[src/rtl/adf4351_cfg_seq_pkg.sv]
// Shared definitions for the ADF4351 configuration sequencer: FSM encoding, register count
// and default timing parameters.
package adf4351_cfg_seq_pkg;

    typedef enum logic [2:0] {
        StIdle,
        StWrReq,
        StWrWait,
        StGap,
        StRdReq,
        StRdWait,
        StDone
    } state_e;

    localparam int unsigned NUM_REGS     = 6;
    localparam logic [19:0] POLL_DIV_DEF = 20'd400000;
    localparam logic [7:0]  GAP_CYC_DEF  = 8'd4;
    localparam logic [7:0]  TIMEOUT_DEF  = 8'd120;

    // Word idx of the packed register image; R0 sits in the low 32 bits.
    function automatic logic [31:0] reg_word(input logic [NUM_REGS*32-1:0] regs,
                                             input logic [2:0]             idx);
        return regs[{idx, 5'd0} +: 32];
    endfunction

endpackage

[src/rtl/adf4351_cfg_seq_poll.sv]
// Power-detect poll tick generator: counts sys_clk cycles while enabled and pulses tick_o
// once every POLL_DIV cycles; disabling clears the count.
module cfg_poll_timer
    import adf4351_cfg_seq_pkg::*;
#(
    parameter logic [19:0] POLL_DIV = POLL_DIV_DEF
) (
    input  logic clk_i,
    input  logic rst_ni,
    input  logic en_i,
    output logic tick_o
);

    logic [19:0] cnt_q, cnt_d;
    logic        wrap;

    assign wrap   = (cnt_q == POLL_DIV - 20'd1);
    assign tick_o = en_i & wrap;

    always_comb begin
        cnt_d = cnt_q;
        if (!en_i || wrap) begin
            cnt_d = '0;
        end else begin
            cnt_d = cnt_q + 20'd1;
        end
    end

    always_ff @(posedge clk_i or negedge rst_ni) begin
        if (!rst_ni) begin
            cnt_q <= '0;
        end else begin
            cnt_q <= cnt_d;
        end
    end

endmodule

[src/rtl/adf4351_cfg_seq.sv]
// ADF4351 configuration sequencer: on cfg_start writes R5..R0 through the SPI writer, and
// issues periodic power-detect reads through the SPI reader when polling is enabled.
module adf4351_cfg_seq
    import adf4351_cfg_seq_pkg::*;
#(
    parameter logic [19:0] POLL_DIV = POLL_DIV_DEF,
    parameter logic [7:0]  GAP_CYC  = GAP_CYC_DEF,
    parameter logic [7:0]  TIMEOUT  = TIMEOUT_DEF
) (
    input  logic         sys_clk,
    input  logic         rst_n,
    input  logic         cfg_start,
    input  logic [191:0] cfg_data,
    input  logic         poll_en,
    output logic [31:0]  wr_spi_data,
    output logic         wr_en,
    output logic         rd_en,
    input  logic         update_vld,
    input  logic [15:0]  spi_dout,
    input  logic         dout_vld,
    output logic         cfg_busy,
    output logic         cfg_done,
    output logic         cfg_err,
    output logic [15:0]  pwr_data,
    output logic         pwr_vld
);

    state_e                 state_q, state_d;
    logic [2:0]             reg_idx_q, reg_idx_d;
    logic [NUM_REGS*32-1:0] regs_q, regs_d;
    logic [7:0]             gap_cnt_q, gap_cnt_d;
    logic [7:0]             wait_cnt_q, wait_cnt_d;
    logic                   poll_pend_q, poll_pend_d;
    logic                   dout_vld_q;
    logic [31:0]            wr_spi_data_q, wr_spi_data_d;
    logic                   wr_en_q, wr_en_d;
    logic                   rd_en_q, rd_en_d;
    logic                   cfg_busy_q, cfg_busy_d;
    logic                   cfg_done_q, cfg_done_d;
    logic                   cfg_err_q, cfg_err_d;
    logic [15:0]            pwr_data_q, pwr_data_d;
    logic                   pwr_vld_q, pwr_vld_d;
    logic                   poll_tick;

    cfg_poll_timer #(
        .POLL_DIV (POLL_DIV)
    ) u_poll_timer (
        .clk_i  (sys_clk),
        .rst_ni (rst_n),
        .en_i   (poll_en),
        .tick_o (poll_tick)
    );

    always_comb begin
        state_d       = state_q;
        reg_idx_d     = reg_idx_q;
        regs_d        = regs_q;
        gap_cnt_d     = gap_cnt_q + 8'd1;
        wait_cnt_d    = wait_cnt_q + 8'd1;
        poll_pend_d   = poll_pend_q;
        wr_spi_data_d = wr_spi_data_q;
        cfg_busy_d    = cfg_busy_q;
        cfg_err_d     = cfg_err_q;
        pwr_data_d    = pwr_data_q;
        pwr_vld_d     = 1'b0;

        unique case (state_q)
            StIdle: begin
                // A configuration request takes priority; a pending poll waits for it.
                if (cfg_start) begin
                    regs_d     = cfg_data;
                    cfg_err_d  = 1'b0;
                    reg_idx_d  = 3'(NUM_REGS - 1);
                    cfg_busy_d = 1'b1;
                    state_d    = StWrReq;
                end else if (poll_pend_q) begin
                    state_d = StRdReq;
                end
            end
            StWrReq: begin
                wait_cnt_d = '0;
                state_d    = StWrWait;
            end
            StWrWait: begin
                if (update_vld) begin
                    if (reg_idx_q == 3'd0) begin
                        cfg_busy_d = 1'b0;
                        state_d    = StDone;
                    end else begin
                        reg_idx_d = reg_idx_q - 3'd1;
                        gap_cnt_d = '0;
                        state_d   = StGap;
                    end
                end else if (wait_cnt_q == TIMEOUT - 8'd1) begin
                    cfg_err_d  = 1'b1;
                    cfg_busy_d = 1'b0;
                    state_d    = StIdle;
                end
            end
            StGap: begin
                if (gap_cnt_q + 8'd1 >= GAP_CYC) begin
                    state_d = StWrReq;
                end
            end
            StRdReq: begin
                poll_pend_d = 1'b0;
                wait_cnt_d  = '0;
                state_d     = StRdWait;
            end
            StRdWait: begin
                // dout_vld may stay high several cycles; only its rising edge is a new result.
                if (dout_vld && !dout_vld_q) begin
                    pwr_data_d = spi_dout;
                    pwr_vld_d  = 1'b1;
                    state_d    = StIdle;
                end else if (wait_cnt_q == TIMEOUT - 8'd1) begin
                    cfg_err_d  = 1'b1;
                    cfg_busy_d = 1'b0;
                    state_d    = StIdle;
                end
            end
            StDone: begin
                state_d = StIdle;
            end
            default: begin
                state_d = StIdle;
            end
        endcase

        if (poll_tick) begin
            poll_pend_d = 1'b1;
        end
        if (!poll_en) begin
            poll_pend_d = 1'b0;
        end

        // Load the outgoing word on entry to WR_REQ and hold it until the next write.
        if (state_d == StWrReq && state_q != StWrReq) begin
            wr_spi_data_d = reg_word(regs_d, reg_idx_d);
        end

        wr_en_d    = (state_d == StWrReq);
        rd_en_d    = (state_d == StRdReq);
        cfg_done_d = (state_d == StDone);
    end

    always_ff @(posedge sys_clk or negedge rst_n) begin
        if (!rst_n) begin
            state_q       <= StIdle;
            reg_idx_q     <= '0;
            regs_q        <= '0;
            gap_cnt_q     <= '0;
            wait_cnt_q    <= '0;
            poll_pend_q   <= 1'b0;
            dout_vld_q    <= 1'b0;
            wr_spi_data_q <= '0;
            wr_en_q       <= 1'b0;
            rd_en_q       <= 1'b0;
            cfg_busy_q    <= 1'b0;
            cfg_done_q    <= 1'b0;
            cfg_err_q     <= 1'b0;
            pwr_data_q    <= '0;
            pwr_vld_q     <= 1'b0;
        end else begin
            state_q       <= state_d;
            reg_idx_q     <= reg_idx_d;
            regs_q        <= regs_d;
            gap_cnt_q     <= gap_cnt_d;
            wait_cnt_q    <= wait_cnt_d;
            poll_pend_q   <= poll_pend_d;
            dout_vld_q    <= dout_vld;
            wr_spi_data_q <= wr_spi_data_d;
            wr_en_q       <= wr_en_d;
            rd_en_q       <= rd_en_d;
            cfg_busy_q    <= cfg_busy_d;
            cfg_done_q    <= cfg_done_d;
            cfg_err_q     <= cfg_err_d;
            pwr_data_q    <= pwr_data_d;
            pwr_vld_q     <= pwr_vld_d;
        end
    end

    assign wr_spi_data = wr_spi_data_q;
    assign wr_en       = wr_en_q;
    assign rd_en       = rd_en_q;
    assign cfg_busy    = cfg_busy_q;
    assign cfg_done    = cfg_done_q;
    assign cfg_err     = cfg_err_q;
    assign pwr_data    = pwr_data_q;
    assign pwr_vld     = pwr_vld_q;

endmodule

[config.mk]
export PLATFORM = sky130hd
export DESIGN_NAME = adf4351_cfg_seq
export DESIGN_NICKNAME = d
export VERILOG_FILES = /design/src/rtl/adf4351_cfg_seq_pkg.sv /design/src/rtl/adf4351_cfg_seq_poll.sv /design/src/rtl/adf4351_cfg_seq.sv
export SDC_FILE = /design/constraint.sdc
export NUM_CORES = 1
export LEC_CHECK = 0
export ABC_CLOCK_PERIOD_IN_PS = 5500
export CORE_MARGIN = 2
export CORE_UTILIZATION = 35
export DETAILED_ROUTE_END_ITERATION = 10
export GPL_TIMING_DRIVEN = 1
export PLACE_DENSITY = 0.54
export RECOVER_POWER = 25
export SLEW_MARGIN = 20
export SYNTH_ARGS = -nofsm -noshare
export SYNTH_HDL_FRONTEND = slang
export SYNTH_HIERARCHICAL = 1
export SYNTH_SLANG_ARGS = --single-unit
export TNS_END_PERCENT = 30
[constraint.sdc]
create_clock -name sys_clk -period 5.5 [get_ports sys_clk]
set_input_delay 0.825 -clock sys_clk [delete_from_list [all_inputs] [get_ports sys_clk]]
set_output_delay 0.825 -clock sys_clk [all_outputs]
set_load 0.1 [all_outputs]
Word level (Yosys, flattened, before mapping)

Index checks and enable logic that the tools add are counted.

ROM bits: 0
Input bits: 214
Register bits after elaboration: 290
Output and inout bits: 54
Memory bits (writable): 0
Memories: 0
Word-level logic and storage cells: 86
Latch bits: 0

Add/sub/neg operators: 4
Div/mod/pow operators: 0
Equal/unequal tests: 16
$lt $le $gt $ge: 1
Reduce and logical (&&, ||, !) cells: 12
Mux-type cells: 35
Multiply operators: 0
Bitwise gates (word level): 1
Shift-type cells: 1

Operators by type and width:

| operator                                            | number |
|---|---|
| two-way mux 192 bit                                 | 2 |
| variable part select 192 x 9 -> 32 bit              | 1 |
| two-way mux 8 bit                                   | 4 |
| two-way mux 3 bit                                   | 10 |
| adder 20 x 1 -> 20 bit, second input constant       | 1 |
| == test 20 x 19 -> 1 bit, second input constant     | 1 |
| two-way mux 20 bit                                  | 1 |
| one-hot mux 3 bit (6 select lines)                  | 1 |
| adder 8 x 1 -> 8 bit, second input constant         | 2 |
| two-way mux 1 bit                                   | 14 |
| == test 3 bit, second input constant                | 4 |
| == test 8 x 7 -> 1 bit, second input constant       | 1 |
| >= comparator 8 x 3 -> 1 bit, second input constant | 1 |
| AND reduction 4 bit                                 | 2 |
| == test 3 x 1 -> 1 bit, second input constant       | 2 |
| == test 3 x 2 -> 1 bit, second input constant       | 2 |
| zero test 3 bit                                     | 2 |
| != test 2 bit, second input constant                | 3 |
| != test 3 x 1 -> 1 bit, second input constant       | 2 |
| one-hot mux 1 bit (3 select lines)                  | 2 |
| one-hot mux 3 bit (2 select lines)                  | 1 |
| != test 3 bit, second input constant                | 1 |
| nonzero test 3 bit                                  | 1 |
| subtractor 3 x 1 -> 3 bit, second input constant    | 1 |
| 6 further kinds                                     | 8 |

Longest topological paths before layout

Gate-level depths: netlist (run 1).

Word-level depth: 6
Depth in mapped cells: 13
Depth with buffers taken out: 9

By module

The synthesis (run 1) kept the hierarchy.

Modules (own cells, without submodules):

| module          | instances | seq. area each (um^2) | area each (um^2) | cells each |
|---|---|---|---|---|
| adf4351_cfg_seq | 1         | 6756.5                | 13510.5          | 1523 |
| cfg_poll_timer  | 1         | 500.5                 | 1032.2           | 106 |

Least setup slack after synthesis (run 1)

OpenSTA, ideal clock, no wires.

Path type: register to register
Start point: reg reg_idx_q[0]
End point: reg wr_spi_data_q[10], in the netlist wr_spi_data[10]
Setup time: 0.126 ns
Period minus slack after synthesis: 2.869 ns
Path slack: 2.631 ns
Path buffers: 4
Arrival time: 2.743 ns
Stages on the path, launching flop included: 14
Required time: 5.374 ns
Cells stage by stage: dfrtp_1 > clkbuf_1 > inv_1 > clkbuf_1 > ha_1 > nor2b_1 > clkbuf_1 > nor2_2 > a21boi_4 > inv_2 > buf_6 > a221oi_2 > o221ai_1 > a221o_1

Longest elaborated chain between the ends: 6
Elaborated cells on any way between the ends: 12
Classes of those cells: 1 x add/sub; 1 x eq/ne; 1 x shift; 7 x mux; 2 x reduce/logical

Ends and longest elaborated chain:

| element                                                           | line                   | RTL |
|---|---|---|
| start: declaration                                                | adf4351_cfg_seq.sv:29  | `logic [2:0] reg_idx_q, reg_idx_d;` |
| start signal: assignment                                          | adf4351_cfg_seq.sv:166 | `reg_idx_q <= reg_idx_d;` |
| branches (longest 6 deep; another with subtractor 3 x 1 -> 3 bit) | --                     |  |
| end signal: assignment                                            | adf4351_cfg_seq.sv:172 | `wr_spi_data_q <= wr_spi_data_d;` |
| end: declaration                                                  | adf4351_cfg_seq.sv:35  | `logic [31:0] wr_spi_data_q, wr_spi_data_d;` |

Several ways; the timed one is not identified.
A chain may end at the register's enable or synchronous reset.

Final worst setup path (run 1)

Start point: in cfg_start
End point: reg wr_spi_data_q[4], in the netlist wr_spi_data[4]

Longest elaborated chain between the ends: 4
Elaborated cells on any way between the ends: 9
Classes of those cells: 1 x eq/ne; 1 x shift; 6 x mux; 1 x reduce/logical

Ends and longest elaborated chain:

| element                                                                        | line                  | RTL |
|---|---|---|
| start: declaration                                                             | adf4351_cfg_seq.sv:12 | `input logic cfg_start,` |
| branches (longest 4 deep; another with variable part select 192 x 9 -> 32 bit) | --                    |  |

Several ways; the timed one is not identified.

==> flow_summary_export.csv, run 1 <==
group,metric,value,unit
run_status,outcome,"finished with violations",
run_status,violations,"max-capacitance violations, max-slew violations",
clocking,clk_path_buf_depth,3,
sta,fin_crit,3.736,ns
route,drtPass1Iterations,7,
clocking,cts_setup_buffers,0,
setup_path,r2r_start,"reg_idx_q[0]",
floorplanning,coreArea,40920,µm²
floorplanning,die_w,207.8,µm
sta,finalSetupViolCount,0,
grt,grt_overflow,0,
place,placed_area,17640,µm²
sta,worstMarginPinSlew,3.063,ns
grt,grt_util_all_layers,21.40,%
setup_path,r2r-end,"wr_spi_data[21]",
yosys,synth_cell_types,61,
yosys,ys_ff_latch,290,
clocking,htreeDepth,2,
setup_path,crit_slowest_cell,"a21oi_4",
route,wl,46900,µm
yosys,ys_seq_area_share,49.90,%
power_and_ir_drop,p_total,11630,µW
sta,rsz0062_at_grt,"no",
place,place_inst,2323,
sta,max_freq,0.2677,GHz
setup_path,critPathRequiredTime,5.90,ns
setup_path,worstPathMaxFanout,184,
floorplanning,dieArea,43200,µm²
final_layout,area_growth,29.10,%
setup_path,startpoint_type,"input port",
sta,finalMaxSlewViolations,116,
clocking,cts-root-buf,"clkbuf_16",
setup_path,path_delay_family,"buffers and inverters",
clocking,insertion_delay,0.52,ns
grt,grt_max_degree,185,
sta,relSlewSlack,-104.2,%
yosys,async_reset_ff_share,100.0,%
final_layout,drive_gt1_share,7.676,%
setup_path,crit_path_cell_trace,"dlygate4sd3_1, or4b_4, buf_12, o31ai_1, a21oi_4, buf_4, mux2i_1, nor3_1, a221o_1",
clocking,cts_tree,"done",
yosys,synth-edff-count,0,
clocking,hold_buffers,0,
run,maxCapViolCount,1,
yosys,yosysWarningCount,6,
setup_path,path_class,"in -> reg",
final_layout,finalCoreUtilization,45.88,%
clocking,clk_pin_slew,0.06,ns
yosys,synth-main-ff-cell,"dfrtp_1",
final_layout,n_fill_cell,4011,
power_and_ir_drop,max-vdd-ir-drop,0.0002761,V
clocking,post_cts_resized,0,
grt,antenna_found_initial,1,
setup_path,reg2reg_slack,1.91,ns
power_and_ir_drop,p_per_area,619.6,nW/µm²
yosys,syn-num-nets,1848,
clocking,cts.sinks,290,
setup_path,end_kind,"flip-flop",
yosys,synth_area,14540,µm²
route,wl_per_cell,19.68,µm
route,vias,12680,
route,drc,0,
place,io_buffers,267,
min_path,hp-start,"regs_q[37]",
min_path,min_to,"regs_q[37]",
floorplanning,die_y,207.8,µm
min_path,hold_class,"reg -> reg",
route,avgViaCountPerCell,5.319,
final_layout,fin_cells,2383,
grt,grt_pass1_vias,12550,
sta,period_share,67.92,%
floorplanning,row_count,74,
grt,grt_pass1_wl,73040,µm
sta,hold_viol_final,0,
route,drt_iter0_markers,778,
yosys,syn_area_per_cell,8.927,µm²
final_layout,finalInstanceArea,18770,µm²
min_path,hold_depth,2,
route,ant_nets,0,
setup_path,r2r_cells,11,
sta,skew,0.01221,ns
setup_path,cpPeakStageDelay,0.61,ns
setup_path,crit_buf_inv,3,
place,gp_congestion,0.8078,
floorplanning,start_util,35.54,%
yosys,netlist_instances,1629,
final_layout,nets,2047,
clocking,cts_buffers,35,
sta,fin_tns_setup,0,ns
power_and_ir_drop,p_leak,0.008395,µW
setup_path,cp.arrival,4.13,ns
place,dpl.hpwl,31920,µm
floorplanning,ioPinCount,268,
-- how the worst max path moves through the flow --
stage,from,end,cells after the start
after floorplan,reg_idx_q[0],wr_spi_data[10],13
after global placement,cfg_start,wr_spi_data[5],9
after detailed placement,cfg_start,wr_spi_data[4],9
after CTS,reg_idx_q[0],wr_spi_data[0],10
after global routing,rst_n,reg_idx_q[0],1
final,cfg_start,wr_spi_data[4],9
-- layer usage --
metal | routed length, µm | global-route usage, % | up-vias
li1 | - | - | 6074
met1 | 20180 | 27.94 | 6178
met2 | 23180 | 36.65 | 368
met3 | 2331 | 3.449 | 55
met4 | 1207 | 6.114 | 0
met5 | 0 | 0 | -
-- logic make-up (layout without fill, tap and decap cells) --
kind of cell             after synthesis  in the layout  share of synthesized area (%)
AO/OA/AOI/OAI                        315            315                          18.15
XOR/XNOR                              28             28                          1.686
adder cells (fa/ha/maj)                5              5                         0.4302
AND/OR/NAND/NOR                      802            802                          22.43
buffers and inverters                141            362                          3.966
flip-flops                           290            290                          49.90
multiplexers                          48             48                          3.441
other                                  0              1                              0
-- cell type report --
cell class	count	area, µm²	area share (%)
timing repair buffer	290	2903	15.46
multi-input combinational	1198	6751	35.96
antenna	1	2.502	0.01333
clock buffer	46	989.7	5.272
sequential	290	7261	38.67
tap	532	665.6	3.545
inverter	13	48.80	0.2599
clock inverter	13	152.6	0.8131
-- synth_stat cells (all sizes together) (9+ instances only) --
master	count	area [µm²]
a21oi	39	198.9
a221o	30	300.3
a221oi	30	431.7
buf	27	148.9
clkbuf	101	379.1
dfrtp	290	7257
inv	13	48.80
mux2	16	180.2
mux2i	32	320.3
nand2	597	2243
nand3	14	70.07
nand4	9	56.30
nor2	104	392.9
nor3	38	190.2
o21a	30	225.2
o21ai	43	226.5
o221ai	60	525.5
o311ai	30	262.8
o31a	30	262.8
xnor2	18	157.7
xor2	10	87.58
-- power by group --
part	switching [µW]	internal (µW)	total [µW]	leakage [µW]
registers	565	2990	3550	0.00368
logic	3780	1980	5760	0.00416
clock network	911	1410	2320	0.000559
-- sequential cells by signal, indices dropped and copies added, names as in the netlist --
signal,count
dout_vld_q,1
gap_cnt_q,8
reg_idx_q,3
wr_spi_data,32
cfg_done,1
wait_cnt_q,8
regs_q,192
wr_en,1
pwr_vld,1
u_poll_timer/cnt_q,20
state_q,3
cfg_busy,1
pwr_data,16
poll_pend_q,1
cfg_err,1
rd_en,1
-- worst reg2reg max path, delay by kind of cell (launching register included) --
kind / cells / cell delay (ns)
fa+ha+maj: 1 / 0.30
compound gates: 4 / 1.14
flops: 1 / 0.50
simple gates: 2 / 0.49
buf+inv: 4 / 1.03
-- through the flow --
| stage | worst slack (ns) | hold WS (ns) |
|---|---|---|
| after floorplan | 2.631 | 0.4323 |
| after global placement | 1.510 | 0.4432 |
| after detailed placement | 1.410 | 0.4493 |
| after CTS | 1.965 | 0.4103 |
| after global routing | 1.252 | 0.4834 |
| final | 1.764 | 0.4587 |
-- layout by cell type, fill, tap and decap left out, types with 6 or more instances in the layout --
master and instances:
o31a_1 30, o21a_1 30, mux2_2 16, a21oi_1 38, mux2i_1 32, o311ai_0 30
buf_4 18, o21ai_0 42, clkbuf_16 37, clkinv_2 6, xor2_1 10, nand3_1 14
nor2_1 102, o221ai_1 60, a221o_1 30, inv_1 11, nor3_1 38, clkbuf_1 6
a221oi_2 27, nand2_1 596, dfrtp_1 289, xnor2_1 18, clkdlybuf4s50_1 263, nand4_1 9
Note: power is estimated with default switching activity, not from simulation.
==> inputs of run 2 (changes only) <==
--- a/config.mk
+++ b/config.mk
@@ -5,7 +5,7 @@
 export SDC_FILE = /design/constraint.sdc
 export NUM_CORES = 1
 export LEC_CHECK = 0
-export ABC_CLOCK_PERIOD_IN_PS = 5500
+export ABC_CLOCK_PERIOD_IN_PS = 3700
 export CORE_MARGIN = 2
 export CORE_UTILIZATION = 35
 export DETAILED_ROUTE_END_ITERATION = 10
==> constraint.sdc (replaced) <==
create_clock -name sys_clk -period 3.7 [get_ports sys_clk]
set_input_delay 0.555 -clock sys_clk [delete_from_list [all_inputs] [get_ports sys_clk]]
set_output_delay 0.555 -clock sys_clk [all_outputs]
set_load 0.1 [all_outputs]
==> flow_summary_export.csv, run 2 (synthesis gave the netlist of run 1 again) <==
group,metric,value,unit
route,wl,48370,µm
floorplanning,ioPinCount,268,
sta,rsz0062_at_grt,"no",
sta,finalSetupViolCount,0,
route,ant_nets,0,
setup_path,critPathRequiredTime,4.16,ns
route,drt_iter0_markers,952,
final_layout,area_growth,29.79,%
sta,relSlewSlack,-1.143,%
sta,max_freq,0.3211,GHz
run_status,violations,"max-capacitance violations, max-slew violations",
place,dpl.hpwl,33690,µm
final_layout,drive_gt1_share,8.172,%
grt,grt_overflow,0,
final_layout,n_fill_cell,3999,
setup_path,path_class,"reg -> reg",
sta,hold_viol_final,0,
route,vias,12810,
sta,fin_crit,3.114,ns
clocking,cts-root-buf,"clkbuf_16",
setup_path,worstPathMaxFanout,63,
clocking,clk_pin_slew,0.07,ns
place,io_buffers,267,
power_and_ir_drop,max-vdd-ir-drop,0.0004051,V
setup_path,end_kind,"flip-flop",
sta,hold_ws,0.08656,ns
power_and_ir_drop,p_leak,0.008455,µW
min_path,hold_class,"in -> async",
grt,grt_pass1_wl,74710,µm
clocking,post_cts_resized,0,
sta,period_share,84.16,%
run_status,outcome,"finished with violations",
setup_path,cpPeakStageDelay,0.57,ns
sta,worstMarginPinSlew,1.517,ns
clocking,insertion_delay,0.53,ns
setup_path,reg2reg_slack,0.59,ns
final_layout,seqCellArea,7261,µm²
power_and_ir_drop,p_per_area,918.2,nW/µm²
floorplanning,start_util,35.54,%
final_layout,multi_input_area,6751,µm²
setup_path,path_delay_family,"buffers and inverters",
sta,setup_slack,0.5859,ns
setup_path,r2r_cells,9,
setup_path,startpoint_type,"flip-flop",
final_layout,mostFrequentLayoutCell,"nand2_1",
setup_path,crit_buf_inv,3,
place,dp_slack,0.2091,ns
clocking,clk_path_buf_depth,3,
route,avgViaCountPerCell,5.354,
setup_path,crit_slowest_cell,"buf_4",
clocking,hold_buffers,0,
setup_path,cpMostUsedCell,"buf_4",
final_layout,final_cell_mix,"nand2_1, dfrtp_1, clkdlybuf4s50_1",
grt,grt_pass1_vias,12640,
route,drc,0,
final_layout,largest_reg_flops,192,
clocking,cts_tree,"done",
grt,grt_util_all_layers,22.03,%
grt,grt_max_degree,131,
floorplanning,die_w,207.8,µm
floorplanning,dieArea,43200,µm²
sta,fin_tns_setup,0,ns
sta,skew,0.01625,ns
run,maxCapViolCount,1,
clocking,cts.sinks,290,
route,wl_per_cell,20.21,µm
clocking,htreeDepth,2,
clocking,cts_setup_buffers,0,
setup_path,cp.arrival,3.57,ns
grt,antenna_found_initial,4,
final_layout,max_flop_register,"regs_q",
final_layout,nets,2058,
floorplanning,coreArea,40920,µm²
floorplanning,row_count,74,
setup_path,r2r-end,"wr_spi_data[12]",
floorplanning,die_y,207.8,µm
route,drtPass1Iterations,7,
clocking,cts_buffers,35,
place,gp_congestion,0.8397,
setup_path,r2r_start,"reg_idx_q[1]",
setup_path,crit_path_cell_trace,"inv_2, buf_4, ha_1, a311oi_1, a31oi_1, nand2_1, buf_4, nor3_1, a221o_1",
sta,finalMaxSlewViolations,62,
run 2: cell count changes in the layout (fill, tap and decap cells not counted), sizes merged:
cell | previous run | this run
buf | 23 | 33
clkinvlp | 2 | 1
clkinv | 8 | 5
dlygate4sd3 | 3 | 1
clkbuf | 47 | 53
bufinv | 3 | 1
clkdlybuf4s50 | 263 | 265
run 2: cell type report:
type | instances | area share [%]
Multi-Input combinational cell | 1198 | 35.77
Clock buffer | 51 | 5.661
Antenna cell | 1 | 0.01326
Timing Repair Buffer | 301 | 15.97
Sequential cell | 290 | 38.47
Clock inverter | 7 | 0.3315
Tap cell | 532 | 3.527
Inverter | 13 | 0.2585
run 2: metrics by stage:
stage               area (µm²)  utilization (%)  total power, µW  std cells
floorplan                14540                -            11370       1629
global placement         17760            43.40            13870       2334
detailed placement       17760            43.40            14010       2334
CTS                      18890            46.16            17490       2392
global route             18870            46.11            18510       2392
finish                   18870            46.12            17330       2393
run 2: where the power goes:
group | internal, µW | total [µW] | switching, µW
combinational | 3010 | 8530 | 5520
sequential | 4440 | 5390 | 951
clock | 2060 | 3410 | 1350
run 2: worst reg2reg max path, delay by kind of cell (launching register included):
family / cells / cell delay (ns)
AND/OR/NAND/NOR: 2 / 0.62
flip-flops: 1 / 0.45
buffers and inverters: 3 / 0.93
adder cells (fa/ha/maj): 1 / 0.32
AO/OA/AOI/OAI: 3 / 0.74
run 2: layer usage:
metal	global-route usage [%]	part of all wire, %
met3	4.054	5.6
met4	7.753	3.4
met1	28.59	42
met2	36.85	49
met5	0	0.091
run 2: how the worst max path moves through the flow:
| stage | slack, ns | cells after the start | start | end |
|---|---|---|---|---|
| 6_report | 0.59 | 9 | reg_idx_q[1] | wr_spi_data[12] |
| 4_1_cts | 0.61 | 9 | reg_idx_q[1] | wr_spi_data[21] |
| 3_3_place_gp | 0.23 | 8 | cfg_start | wr_spi_data[21] |
| 2_1_floorplan | 0.83 | 13 | reg_idx_q[0] | wr_spi_data[10] |
| 5_1_grt | 0.34 | 9 | reg_idx_q[1] | wr_spi_data[12] |
| 3_5_place_dp | 0.21 | 8 | cfg_start | wr_spi_data[21] |
==> inputs of run 3 (changes only) <==
--- a/config.mk
+++ b/config.mk
@@ -5,7 +5,7 @@
 export SDC_FILE = /design/constraint.sdc
 export NUM_CORES = 1
 export LEC_CHECK = 0
-export ABC_CLOCK_PERIOD_IN_PS = 3700
+export ABC_CLOCK_PERIOD_IN_PS = 3100
 export CORE_MARGIN = 2
 export CORE_UTILIZATION = 35
 export DETAILED_ROUTE_END_ITERATION = 10
==> constraint.sdc (replaced) <==
create_clock -name sys_clk -period 3.1 [get_ports sys_clk]
set_input_delay 0.465 -clock sys_clk [delete_from_list [all_inputs] [get_ports sys_clk]]
set_output_delay 0.465 -clock sys_clk [all_outputs]
set_load 0.1 [all_outputs]
==> flow_summary_export.csv, run 3 (synthesis gave the netlist of run 1 again) <==
group,metric,value,unit
power_and_ir_drop,combPwrFrac,50.1,%
setup_path,critPathRequiredTime,3.49,ns
grt,grt_max_degree,86,
grt,grt_pass1_vias,12830,
sta,finalMaxSlewViolations,84,
sta,period_share,92.42,%
floorplanning,start_util,35.54,%
clocking,cts_tree,"done",
route,wl_per_cell,19.63,µm
floorplanning,ioPinCount,268,
clocking,cts.sinks,290,
sta,max_freq,0.3490,GHz
sta,fin_crit,2.865,ns
route,ant_nets,0,
setup_path,cp.arrival,3.25,ns
run,maxCapViolCount,1,
final_layout,area_growth,32.08,%
power_and_ir_drop,p_leak,0.008807,µW
final_layout,drive_gt1_share,13.00,%
sta,hold_ws,0.4673,ns
sta,skew,0.01813,ns
power_and_ir_drop,p_total,21320,µW
clocking,clk_path_buf_depth,3,
route,wl,47870,µm
grt,grt_util_all_layers,21.81,%
route,vias,13010,
power_and_ir_drop,switching_share,44.55,%
final_layout,final_cell_mix,"nand2_1, dfrtp_1, clkdlybuf4s50_1",
final_layout,max_flop_register,"regs_q",
floorplanning,dieArea,43200,µm²
sta,relSlewSlack,-39.32,%
route,drtPass1Iterations,6,
place,placed_area,18020,µm²
floorplanning,row_count,74,
grt,grt_overflow,0,
grt,met2_usage,36.69,%
power_and_ir_drop,p_int,11820,µW
setup_path,end_kind,"flip-flop",
sta,finalSetupViolCount,0,
grt,grtUsageMet1,28.74,%
floorplanning,coreArea,40920,µm²
power_and_ir_drop,p_per_area,1110,nW/µm²
grt,antenna_found_initial,2,
final_layout,antenna_cells,0,
clocking,insertion_delay,0.53,ns
place,dpl.hpwl,34200,µm
setup_path,worstPathMaxFanout,30,
grt,globalRouteMet3Util,4.130,%
final_layout,largest_reg_flops,192,
place,gp_congestion,0.8640,
final_layout,nets,2101,
clocking,clk_pin_slew,0.06,ns
grt,busiest_layer,"met2",
power_and_ir_drop,max-vdd-ir-drop,0.0006839,V
route,avgViaCountPerCell,5.332,
power_and_ir_drop,power.switching,9499,µW
sta,worstMarginPinSlew,2.090,ns
sta,hold_viol_final,0,
setup_path,path_class,"reg -> reg",
final_layout,finalInstanceArea,19210,µm²
clocking,htreeDepth,2,
power_and_ir_drop,p_clk_share,20.2,%
place,io_buffers,267,
route,drc,0,
final_layout,mostFrequentLayoutCell,"nand2_1",
power_and_ir_drop,seqPwrFrac,29.7,%
floorplanning,die_y,207.8,µm
setup_path,startpoint_type,"flip-flop",
clocking,cts-root-buf,"clkbuf_16",
min_path,hold_class,"reg -> reg",
floorplanning,die_w,207.8,µm
run_status,violations,"max-capacitance violations, max-slew violations",
route,drt_iter0_markers,1007,
grt,grt_pass1_wl,74460,µm
run_status,outcome,"finished with violations",
sta,fin_tns_setup,0,ns
clocking,cts_buffers,36,
sta,rsz0062_at_grt,"no",
-- run 3: cell type report --
cell class                      count  area [µm²]
Clock inverter                      9       122.6
Tap cell                          532       665.6
Clock buffer                       54        1090
Fill cell                        3978       21720
Timing Repair Buffer              343        3274
Multi-Input combinational cell   1198        6746
Sequential cell                   290        7261
Inverter                           13       48.80
-- run 3: worst max-delay path: stages, from the launching register on --
cell	delay, ns
dfrtp_1	0.38
clkbuf_1	0.45
nand3b_1	0.18
a21o_1	0.23
o31ai_4	0.82
nor2_2	0.09
buf_12	0.22
a221o_1	0.33
-- run 3: power by group through the flow --
stage               registers [µW]  clock network (µW)  logic (µW)
finish                        6320                4310       10700
global placement              6360                   0       10600
global route                  6460                4580       11700
CTS                           6330                4400       10800
detailed placement            6380                   0       10700
floorplan                     7470                   0        6100
-- run 3: stage by stage --
step / instances / util, % / setup WS, ns
global route: 2439 / 46.94 / 0.06910
global placement: 2375 / 44.03 / -0.06374
CTS: 2439 / 47.02 / 0.2859
detailed placement: 2375 / 44.03 / -0.07986
floorplan: 1629 / - / 0.2313
finish: 2439 / 46.94 / 0.2350
-- run 3: routing by layer --
layer,part of all wire (%),routed length [µm],vias to the layer above
met5,0.063,30,-
met3,6.0,2888,74
met2,49,23470,405
li1,-,-,6199
met1,42,20170,6323
met4,2.7,1314,4
-- run 3: path summary, 6_finish.rpt --
check | cells after the start | start | slack (ns) | endpoint
worst max-delay path | 7 | state_q[0] | 0.24 | wr_spi_data[8]
worst min-delay path | 2 | regs_q[49] | 0.47 | regs_q[49]
worst max register to register | 7 | state_q[0] | 0.24 | wr_spi_data[8]
worst min register to register | 2 | regs_q[49] | 0.47 | regs_q[49]
max in group asynchronous | 3 | rst_n | 0.53 | wr_spi_data[8]
min in group asynchronous | 2 | rst_n | 1.12 | regs_q[181]
-- run 3: what timing repair did --
item	4_1_cts	5_1_grt
hold endpoints to repair	35	0
hold buffers	1	0
setup buffers	0	0
resized for setup	0	0
